<file path="src/rtl/f2m_msqr.sv">
// ============================================================================
// Module   : f2m_msqr
// Purpose  : Sequential multi-squarer over F_{2^m}: z = a^(2^k) mod f(x),
//            one (or, with F2M_MSQR_DOUBLE_EN defined, two) squarings per clock.
// Revision : 1.0 - initial release
// ============================================================================
`default_nettype none

module f2m_msqr #(
    parameter int            M  = 163,
    parameter logic [M-1:0]  FX = 'hC9,
    parameter int            KW = 8
) (
    input  logic          clk,
    input  logic          rst_n,
    input  logic          start,
    input  logic [M-1:0]  a,
    input  logic [KW-1:0] k,
    output logic          busy,
    output logic          done,
    output logic [M-1:0]  z
);

    localparam logic [1:0] S_IDLE = 2'd0;
    localparam logic [1:0] S_RUN  = 2'd1;
    localparam logic [1:0] S_FIN  = 2'd2;

    // Squaring in GF(2) spreads bits to even positions; the upper half is then
    // folded down using x^M == FX, highest term first so folds never reappear.
    function automatic logic [M-1:0] sqr(input logic [M-1:0] x);
        logic [2*M-2:0] t;
        t = '0;
        for (int i = 0; i < M; i++) begin
            t[2*i] = x[i];
        end
        for (int i = 2*M-2; i >= M; i--) begin
            if (t[i]) begin
                t[i]           = 1'b0;
                t[i-M +: M]    = t[i-M +: M] ^ FX;
            end
        end
        return t[M-1:0];
    endfunction

    logic [1:0]    state_q, state_d;
    logic [M-1:0]  r_q, r_d;
    logic [M-1:0]  z_q, z_d;
    logic [KW-1:0] cnt_q, cnt_d;
    logic          busy_q, busy_d;
    logic          done_q, done_d;
    logic [M-1:0]  sq1;

    assign sq1 = sqr(r_q);

`ifdef F2M_MSQR_DOUBLE_EN
    logic [M-1:0]  sq2;
    assign sq2 = sqr(sq1);
`endif

    always_ff @(posedge clk or negedge rst_n) begin
        if (!rst_n) begin
            state_q <= S_IDLE;
        end else begin
            state_q <= state_d;
        end
    end

    always_comb begin
        state_d = state_q;
        case (state_q)
            S_IDLE: begin
                if (start) begin
                    state_d = (k == '0) ? S_FIN : S_RUN;
                end
            end
            S_RUN: begin
`ifdef F2M_MSQR_DOUBLE_EN
                if (cnt_q <= KW'(2)) begin
                    state_d = S_FIN;
                end
`else
                if (cnt_q <= KW'(1)) begin
                    state_d = S_FIN;
                end
`endif
            end
            S_FIN:   state_d = S_IDLE;
            default: state_d = S_IDLE;
        endcase
    end

    always_comb begin
        r_d    = r_q;
        cnt_d  = cnt_q;
        z_d    = z_q;
        busy_d = busy_q;
        done_d = 1'b0;
        case (state_q)
            S_IDLE: begin
                if (start) begin
                    r_d    = a;
                    cnt_d  = k;
                    busy_d = 1'b1;
                end
            end
            S_RUN: begin
`ifdef F2M_MSQR_DOUBLE_EN
                // An odd remaining count finishes with a single squaring.
                if (cnt_q == KW'(1)) begin
                    r_d   = sq1;
                    cnt_d = '0;
                end else begin
                    r_d   = sq2;
                    cnt_d = cnt_q - KW'(2);
                end
`else
                r_d   = sq1;
                cnt_d = cnt_q - KW'(1);
`endif
            end
            S_FIN: begin
                z_d    = r_q;
                done_d = 1'b1;
                busy_d = 1'b0;
            end
            default: begin
                busy_d = 1'b0;
            end
        endcase
    end

    always_ff @(posedge clk or negedge rst_n) begin
        if (!rst_n) begin
            r_q    <= '0;
            z_q    <= '0;
            cnt_q  <= '0;
            busy_q <= 1'b0;
            done_q <= 1'b0;
        end else begin
            r_q    <= r_d;
            z_q    <= z_d;
            cnt_q  <= cnt_d;
            busy_q <= busy_d;
            done_q <= done_d;
        end
    end

    assign busy = busy_q;
    assign done = done_q;
    assign z    = z_q;

endmodule

`default_nettype wire

</file>
<file path="config.mk">
export PLATFORM = sky130hd
export DESIGN_NAME = f2m_msqr
export DESIGN_NICKNAME = d
export VERILOG_FILES = /design/src/rtl/f2m_msqr.sv
export SDC_FILE = /design/constraint.sdc
export NUM_CORES = 1
export LEC_CHECK = 0
export BUFFER_PORTS_ARGS = -buffer_cell sky130_fd_sc_hd__buf_2
export CAP_MARGIN = 20
export CORE_MARGIN = 2
export CORE_UTILIZATION = 25
export DETAILED_ROUTE_END_ITERATION = 12
export SYNTH_ARGS = -nofsm -noshare
export SYNTH_HDL_FRONTEND = slang
export SYNTH_SLANG_ARGS = --single-unit
</file>
<file path="constraint.sdc">
create_clock -name clk -period 2.7 [get_ports clk]
set_input_delay 0.675 -clock clk [delete_from_list [all_inputs] [get_ports clk]]
set_output_delay 0.675 -clock clk [all_outputs]
set_load 0.005 [all_outputs]
</file>
Word-level counts from Yosys, hierarchy flattened
Cells that the tools add are included.
{"block": "totals", "reg_bits": 338, "latchBits": 0, "ramBits": 0, "rom_bits": 0, "out_inout_bits": 165, "elab_cells": 357, "memories": 0}
{"block": "classes", "addsub": 1, "multipliers": 0, "div_mod_pow": 0, "n_lt_le_gt_ge": 1, "eq_ne": 5, "shifts": 0, "muxes": 173, "n_bitwise": 163, "n_reduce_logical": 7}
{"op": "$mux W8", "n": 163}
{"op": "$not A4 Y4", "n": 162}
{"op": "$pmux W163 S2", "n": 1}
{"op": "$mux W163", "n": 1}
{"op": "$pmux W8 S2", "n": 1}
{"op": "$le A8 B1 Y1 const B", "n": 1}
{"op": "$logic_not A8 Y1", "n": 1}
{"op": "$sub A8 B1 Y8 const B", "n": 1}
{"op": "$mux W2", "n": 3}
{"op": "$reduce_and A2 Y1", "n": 3}
{"op": "$ne A2 B2 Y1 const B", "n": 2}
{"op": "$pmux W2 S2", "n": 1}
{"op": "$reduce_and A3 Y1", "n": 1}
{"op": "$eq A2 B1 Y1 const B", "n": 1}
{"op": "$eq A2 B2 Y1 const B", "n": 1}
{"op": "$logic_not A2 Y1", "n": 1}
{"op": "$mux W1", "n": 2}
{"op": "$ne A2 B1 Y1 const B", "n": 1}
{"op": "$pmux W1 S2", "n": 1}
{"op": "$reduce_bool A2 Y1", "n": 1}
{"op": "$not A1 Y1", "n": 1}

Longest topological paths before layout
Gate-level depths: netlist of the first run.
{"block": "logic_depth", "word_depth": 325, "depth_mapped": 8, "mapped_depth_nobuf": 6}

Worst setup path after synthesis of the first run
No wires, ideal clock.
{"block": "synth_path", "path_type": "input to register", "start": "input port start", "end": "register r_q[100]", "setup_time_ns": 0.078, "arrival_time_ns": 1.617, "t_required_ns": 2.622, "slack_ns": 1.006, "stages": 5, "path_buffers": 3, "cell_sequence": "buf_2 > clkbuf_1 > buf_1 > o22ai_1 > a21oi_1"}
{"block": "synth_via", "elab_chain_cells": 2}
{"item": "start, declared", "line": "16", "source": "input logic start,"}
{"item": "$ne A2 B2 Y1 (no source line)"}
{"item": "$reduce_and A2 Y1 (no source line)"}
{"item": "end signal, assigned", "line": "140", "source": "r_q <= r_d;"}
{"item": "end, declared", "line": "46", "source": "logic [M-1:0] r_q, r_d;"}
No other way between the ends.
A chain may end at the register's enable or synchronous reset.

Worst setup path in the final report of the first run
{"block": "layout_path", "start": "register state_q[1]", "end": "register r_q[54]"}
{"block": "layout_via", "elab_chain_cells": 3, "word_cells_on_any_way": 6}
{"item": "start, declared", "line": "45", "source": "logic [1:0] state_q, state_d;"}
{"item": "start signal, assigned", "line": "64", "source": "state_q <= state_d;"}
{"item": "$eq A2 B1 Y1 / $logic_not A2 Y1 (equally long branches)", "line": "98", "source": "case (state_q)"}
{"item": "$reduce_bool A2 Y1 (no source line) / $ne A2 B2 Y1 (equally long branches)"}
{"item": "$reduce_and A2 Y1 (no source line)"}
Several ways; a longest one is shown, not always the timed one.

==> Flow_metrics.wiki, run 1 <==
{| class="wikitable"
! Metric !! Value
|-
| Status || finished, final reports clean
|-
| Number of nets in the synthesized netlist || 2021
|-
| Combined area of all synthesized cells || 16600 um^2
|-
| Primary FF master, synth || sky130_fd_sc_hd__dfrtp_1
|-
| Wire length reported by the detailed router || 64200 um
|-
| TritonCTS clock tree || built
|-
| All-layer global routing usage || 18.1%
|-
| Ratio of routed vias to standard cells || 5.00
|-
| Number of instances in the synthesized netlist || 1845
|-
| Register bit total from synthesis || 338
|-
| Share of final-layout standard cells stronger than drive strength 1 || 22.0%
|-
| Data arrival time at the worst-slack endpoint || 2480 ps
|-
| Worst setup skew after layout || 21.2 ps
|-
| Post-Route Hold Slack || 113 ps
|-
| Largest net degree at the start of global routing || 160
|-
| Number of DRC markers after the initial detailed-route iteration || 1517
|-
| Type of the setup path with the least slack || reg -> reg
|-
| Pleak || 9.21 nW
|-
| Io pins || 339
|-
| DP Cell Count || 2870
|-
| Startpoint of the worst-slack reg-to-reg timing path || state_q[1]
|-
| Crit-path max FO || 57
|-
| Post-CTS Hold Fix Bufs || 0
|-
| Cell Rows || 94
|-
| Count of cell types in the netlist || 37
|-
| Layout net count || 2226
|-
| DRT antenna net count || 0
|-
| Required time at the worst-slack endpoint || 3160 ps
|-
| Vertical die dimension || 262 um
|-
| CTS Buffer Depth || 3
|-
| Global-route wire length before repair || 93900 um
|-
| H-tree depth reported by CTS || 2
|-
| CP cell instances || nand2b_4, buf_12, o22ai_1, a21oi_1
|-
| Remaining DRCs || 0
|-
| Delay of the slowest critical-path stage || 670 ps
|-
| Summed negative setup slack over all endpoints || 0 ps
|-
| Clock transition at path regs || 60 ps
|-
| Top delay family on crit path || flip-flops
|-
| Count of placed standard cells in the final layout, fillers left out || 2950
|-
| Clock tree root buffer cell || sky130_fd_sc_hd__clkbuf_16
|-
| Filler cells || 6935
|-
| Die area || 68600 um^2
|-
| Effective utilization at floorplan || 25.3%
|-
| Core area || 65700 um^2
|-
| Most frequent cell after synthesis || sky130_fd_sc_hd__nand2_1
|-
| Number of endpoints with negative hold slack in the final report || 0
|-
| Synthesized area per cell || 9.01 um^2
|-
| Post-synth top area share || 50.9%
|-
| Register-to-register setup slack || 670 ps
|-
| Detailed-routing iteration count for the pre-antenna-repair pass || 5
|-
| Remaining global-route overflow || 0
|-
| Type of the most critical hold path || in -> async
|-
| Number of flops mapped to enable cells by yosys || 0
|-
| Type of origin of the critical path || flip-flop
|-
| Antenna violations before repair || 11
|-
| Async S/R FF share, synth || 100%
|-
| Top area cells in the synthesized netlist || sky130_fd_sc_hd__dfrtp_1 (51%), sky130_fd_sc_hd__o22ai_1 (12%), sky130_fd_sc_hd__nand2_1 (11%)
|-
| Detailed-placement wirelength estimate || 44700 um
|-
| Post-route core utilization || 31.2%
|-
| Transition at the pin with the smallest max-transition slack || 894 ps
|-
| Yosys Warn Count || 0
|-
| Placer Congestion || 0.822
|-
| Highest ir drop seen on vdd || 0.445 mV
|-
| Insertion delay to the later sink of the worst-skew pair || 560 ps
|-
| Top cells by instance count after synthesis || sky130_fd_sc_hd__nand2_1 (496), sky130_fd_sc_hd__dfrtp_1 (338), sky130_fd_sc_hd__o22ai_1 (323)
|-
| Crit end category || flip-flop
|-
| Number of setup buffers added after CTS || 0
|-
| Master of the slowest instance on the critical path || sky130_fd_sc_hd__dfrtp_1
|-
| Via Count || 14763
|-
| P&R area growth vs syn || 23.6%
|-
| Via count of the first global-routing pass || 14358
|-
| Total CTS buffers || 42
|-
| Worst rel slew slack || 40.4%
|-
| Count of input and output buffers || 338
|-
| Max-cap viol count || 0
|-
| Final Setup Violations || 0
|-
| Cell accounting for the most synthesized area || sky130_fd_sc_hd__dfrtp_1
|-
| Time the worst path needs with I/O delays and setup || 2030 ps
|-
| Chip width || 262 um
|-
| Capture point of the worst reg-to-reg path || r_q[54]
|-
| Clock sinks || 338
|-
| Worst Path Buf+Inv || 1
|-
| PwrDens || 1290 nW/um^2
|-
| Setup repair after global routing missed its margin || false
|-
| Upper clock frequency limit || 494 MHz
|-
| Resized Gates After CTS || 0
|-
| Pins Over Slew Limit || 0
|-
| Part of the Yosys area used for sequential elements || 50.9%
|-
| Detailed-route wire length per cell || 21.7 um
|-
| Depth of the worst register-to-register path || 4
|-
| Part of the cycle the worst path needs || 75.0%
|}
## power by group
part | total, mW | internal [mW] | switching, mW | leakage, nW
combinational | 10.0 | 5.12 | 4.93 | 4.57
sequential | 10.6 | 6.76 | 3.80 | 3.93
clock | 5.93 | 3.54 | 2.38 | 0.708
## cells by family (layout without fill, tap and decap cells)
logic type	count (synthesis)	after routing	synth area share (%)
DFF	338	338	50.9
AOI/OAI and AO/OA	520	520	18.5
and+or+nand+nor	517	517	12.0
buffers and inverters	220	457	5.33
xor gates and xnor gates	242	242	12.8
other	0	4	0
muxes	6	6	0.361
adders and majority gates	2	2	0.151
## how the worst max path moves through the flow
stage	from	endpoint	depth (start not counted)
after floorplan	start	r_q[100]	5
after global placement	start	r_q[135]	5
after detailed placement	start	r_q[139]	5
after CTS	state_q[1]	z[149]	5
after global routing	state_q[1]	z[120]	5
final	state_q[1]	r_q[54]	4
## through the flow
step           area (um^2)  setup WS (ps)  power, mW
3_5_place_dp         19100            696       20.7
4_1_cts              20500            703       26.7
5_1_grt              20500            596       28.3
2_1_floorplan        16600           1010       17.2
3_3_place_gp         19100            728       20.5
6_report             20500            675       26.5
## layout make-up
type	instances	area (um^2)	share of cell area, %
well taps	864	1080	5.26
flip-flops and latches	338	8460	41.2
diodes	4	10.0	0.0487
repair buffers	373	2200	10.7
clock buffers	58	1250	6.10
clock inverters	18	198	0.962
multi-input cells	1287	7300	35.5
inverters	8	45.0	0.219
## layer usage
metal | vias to the layer above | wire length, um | global-route usage (%)
met5 | - | 99 | 0
met4 | 14 | 1850 | 5.84
met3 | 101 | 4390 | 3.45
met2 | 596 | 29200 | 28.0
met1 | 7332 | 28600 | 25.5
li1 | 6720 | - | -
## cells in the final DEF, fill, tap and decap left out, types with 9 or more instances in the layout
cell / Yosys / final
sky130_fd_sc_hd__a21oi_1: 171 / 171
sky130_fd_sc_hd__buf_12: 0 / 18
sky130_fd_sc_hd__buf_2: 44 / 336
sky130_fd_sc_hd__buf_4: 1 / 17
sky130_fd_sc_hd__clkbuf_16: 0 / 43
sky130_fd_sc_hd__clkbuf_8: 0 / 12
sky130_fd_sc_hd__dfrtp_1: 338 / 338
sky130_fd_sc_hd__nand2_1: 496 / 495
sky130_fd_sc_hd__o22a_1: 9 / 9
sky130_fd_sc_hd__o22ai_1: 323 / 323
sky130_fd_sc_hd__xnor2_1: 157 / 157
sky130_fd_sc_hd__xor2_1: 85 / 85
## flip-flops by register name, summed over array words and instances (netlist names)
register and flops:
cnt_q 8, z 163, state_q 2, r_q 163, done 1, busy 1
(Power assumes the default switching activity.)
==> run 2, diff against run 1 <==
- clock period: 2.7 -> 2.1 ns (I/O delays scaled with it)
==> Flow_metrics.wiki, run 2 (synthesis results as in run 1) <==
{| class="wikitable"
! Metric !! Value
|-
| Status || finished, final reports clean
|-
| Seq pwr share || 40.4% (+0.6 points)
|-
| Cell Rows || 94 (unchanged)
|-
| CP cell instances || buf_2
|-
| Number of DRC markers after the initial detailed-route iteration || 1281 (-16%)
|-
| Resized Gates After CTS || 0 (unchanged)
|-
| Net Switching || 14.1 mW (+27%)
|-
| Antenna violations before repair || 9 (-2)
|-
| Pins Over Slew Limit || 0 (unchanged)
|-
| Upper clock frequency limit || 560 MHz
|-
| Share of total power consumed by net switching || 42.3% (+0.47 points)
|-
| Type of the most critical hold path || in -> reg
|-
| Largest net degree at the start of global routing || 89 (-44%)
|-
| Most common cell after layout, fill and taps aside || sky130_fd_sc_hd__nand2_1
|-
| Most used cells in the layout excluding fill and tap cells || sky130_fd_sc_hd__nand2_1 (495), sky130_fd_sc_hd__dfrtp_1 (338), sky130_fd_sc_hd__buf_2 (336)
|-
| Effective utilization at floorplan || 25.3% (unchanged)
|-
| Data arrival time at the worst-slack endpoint || 1260 ps (-1220 ps)
|-
| Post-route core utilization || 31.3% (+0.040 points)
|-
| Core area || 65700 um^2 (unchanged)
|-
| Count of input and output buffers || 338 (unchanged)
|-
| Transition at the pin with the smallest max-transition slack || 624 ps (-269 ps)
|-
| Time the worst path needs with I/O delays and setup || 1790 ps
|-
| Remaining DRCs || 0 (unchanged)
|-
| Layout net count || 2242 (+0.72%)
|-
| P&R area growth vs syn || 23.7%
|-
| Summed negative setup slack over all endpoints || 0 ps (unchanged)
|-
| Worst Path Buf+Inv || 1 (unchanged)
|-
| Delay of the slowest critical-path stage || 480 ps (-190 ps)
|-
| Combinational power share || 39.3% (+1.4 points)
|-
| Clock sinks || 338 (unchanged)
|-
| Setup repair after global routing missed its margin || false
|-
| Type of origin of the critical path || flip-flop
|-
| Wire length reported by the detailed router || 64300 um (+0.16%)
|-
| Crit-path max FO || 2 (-96%)
|-
| Clock tree root buffer cell || sky130_fd_sc_hd__clkbuf_16
|-
| Type of the setup path with the least slack || reg -> out
|-
| Total CTS buffers || 38 (-9.5%)
|-
| Vertical die dimension || 262 um (unchanged)
|-
| Worst setup skew after layout || 18.9 ps (-2.29 ps)
|-
| Insertion delay to the later sink of the worst-skew pair || 560 ps (about the same)
|-
| Via count of the first global-routing pass || 14449 (+0.63%)
|-
| Required time at the worst-slack endpoint || 1570 ps (-1590 ps)
|-
| Post-Route Hold Slack || 248 ps (+135 ps)
|-
| Detailed-routing iteration count for the pre-antenna-repair pass || 5 (unchanged)
|-
| Ratio of routed vias to standard cells || 4.98 (-0.49%)
|-
| Internal cell power || 19.3 mW (+25%)
|-
| Share of final-layout standard cells stronger than drive strength 1 || 22.0% (about the same)
|-
| TritonCTS clock tree || built
|-
| Placed Area || 19300 um^2 (+1.3%)
|-
| Detailed-route wire length per cell || 21.7 um (-0.14%)
|-
| Final Setup Violations || 0 (unchanged)
|-
| Post-placement worst setup slack || 370 ps (-326 ps)
|-
| Share of total power in the clock network || 20.2% (-2.1 points)
|-
| Final Power || 33.4 mW (+26%)
|-
| Top delay family on crit path || flip-flops
|-
| Highest ir drop seen on vdd || 0.883 mV (+98%)
|-
| Max-cap viol count || 0 (unchanged)
|-
| DP Cell Count || 2889 (+0.66%)
|-
| Crit end category || output port
|-
| PwrDens || 1620 nW/um^2 (+26%)
|-
| CTS Buffer Depth || 3 (unchanged)
|-
| Global-route wire length before repair || 94100 um (+0.18%)
|-
| Finished Cell Area || 20600 um^2 (+0.13%)
|-
| Register-to-register setup slack || 420 ps (-250 ps)
|-
| Via Count || 14735 (-0.19%)
|-
| Minimum setup slack in the final design || 314 ps (-361 ps)
|-
| Remaining global-route overflow || 0 (unchanged)
|-
| Pleak || 9.22 nW (+0.18%)
|-
| Die area || 68600 um^2 (unchanged)
|-
| Count of placed standard cells in the final layout, fillers left out || 2959 (+0.31%)
|-
| H-tree depth reported by CTS || 2 (unchanged)
|-
| Clock transition at path regs || 60 ps (about the same)
|-
| DRT antenna net count || 0 (unchanged)
|-
| All-layer global routing usage || 18.3% (+0.12 points)
|-
| Placer Congestion || 0.827 (+0.60%)
|-
| Number of endpoints with negative hold slack in the final report || 0 (unchanged)
|-
| Chip width || 262 um (unchanged)
|-
| Master of the slowest instance on the critical path || sky130_fd_sc_hd__dfrtp_1
|-
| Worst rel slew slack || 58.4% (+18 points)
|-
| Io pins || 339 (unchanged)
|-
| Detailed-placement wirelength estimate || 45900 um (+2.8%)
|-
| Part of the cycle the worst path needs || 85.1%
|}
## run 2: per-layer routing
metal / vias up / GRT usage [%] / wire [um]
li1: 6779 / - / -
met1: 7276 / 25.9 / 29400
met2: 573 / 28.1 / 28700
met3: 101 / 3.05 / 4070
met4: 6 / 6.04 / 2030
met5: - / 0 / 36
## run 2: repair_timing
action	4_1_cts	5_1_grt
hold endpoints to repair	20	0
setup buffers	0	0
hold buffers	1	0
## run 2: power by group through the flow
stage          sequential, mW  clock (mW)  combinational [mW]
3_5_place_dp             13.7           0                13.1
3_3_place_gp             13.7           0                12.8
6_report                 13.5        6.75                13.1
5_1_grt                  13.8        7.14                14.8
2_1_floorplan            9.92           0                12.2
4_1_cts                  13.5        6.90                13.2
## run 2: cell type report
| cell class | count | area, um^2 |
|---|---|---|
| clock buffers | 56 | 1140 |
| fillers | 6900 | 45200 |
| repair buffers | 393 | 2450 |
| flip-flops and latches | 338 | 8460 |
| well taps | 864 | 1080 |
| inverters | 8 | 45.0 |
| clock inverters | 9 | 81.3 |
| diodes | 4 | 10.0 |
| multi-input cells | 1287 | 7300 |
## run 2: worst min-delay path, cell delays in order
cell and delay, ps:
sky130_fd_sc_hd__buf_2 110, sky130_fd_sc_hd__nand2_1 70, sky130_fd_sc_hd__o211ai_2 50
## run 2: final timing paths
check,cells after the start,end,from
max,1,z[46],z[46]
min,3,cnt_q[7],k[7]
max reg2reg,4,cnt_q[7],cnt_q[4]
min reg2reg,2,z[118],z[118]
max in group asynchronous,3,z[71],rst_n
min in group asynchronous,2,r_q[14],rst_n
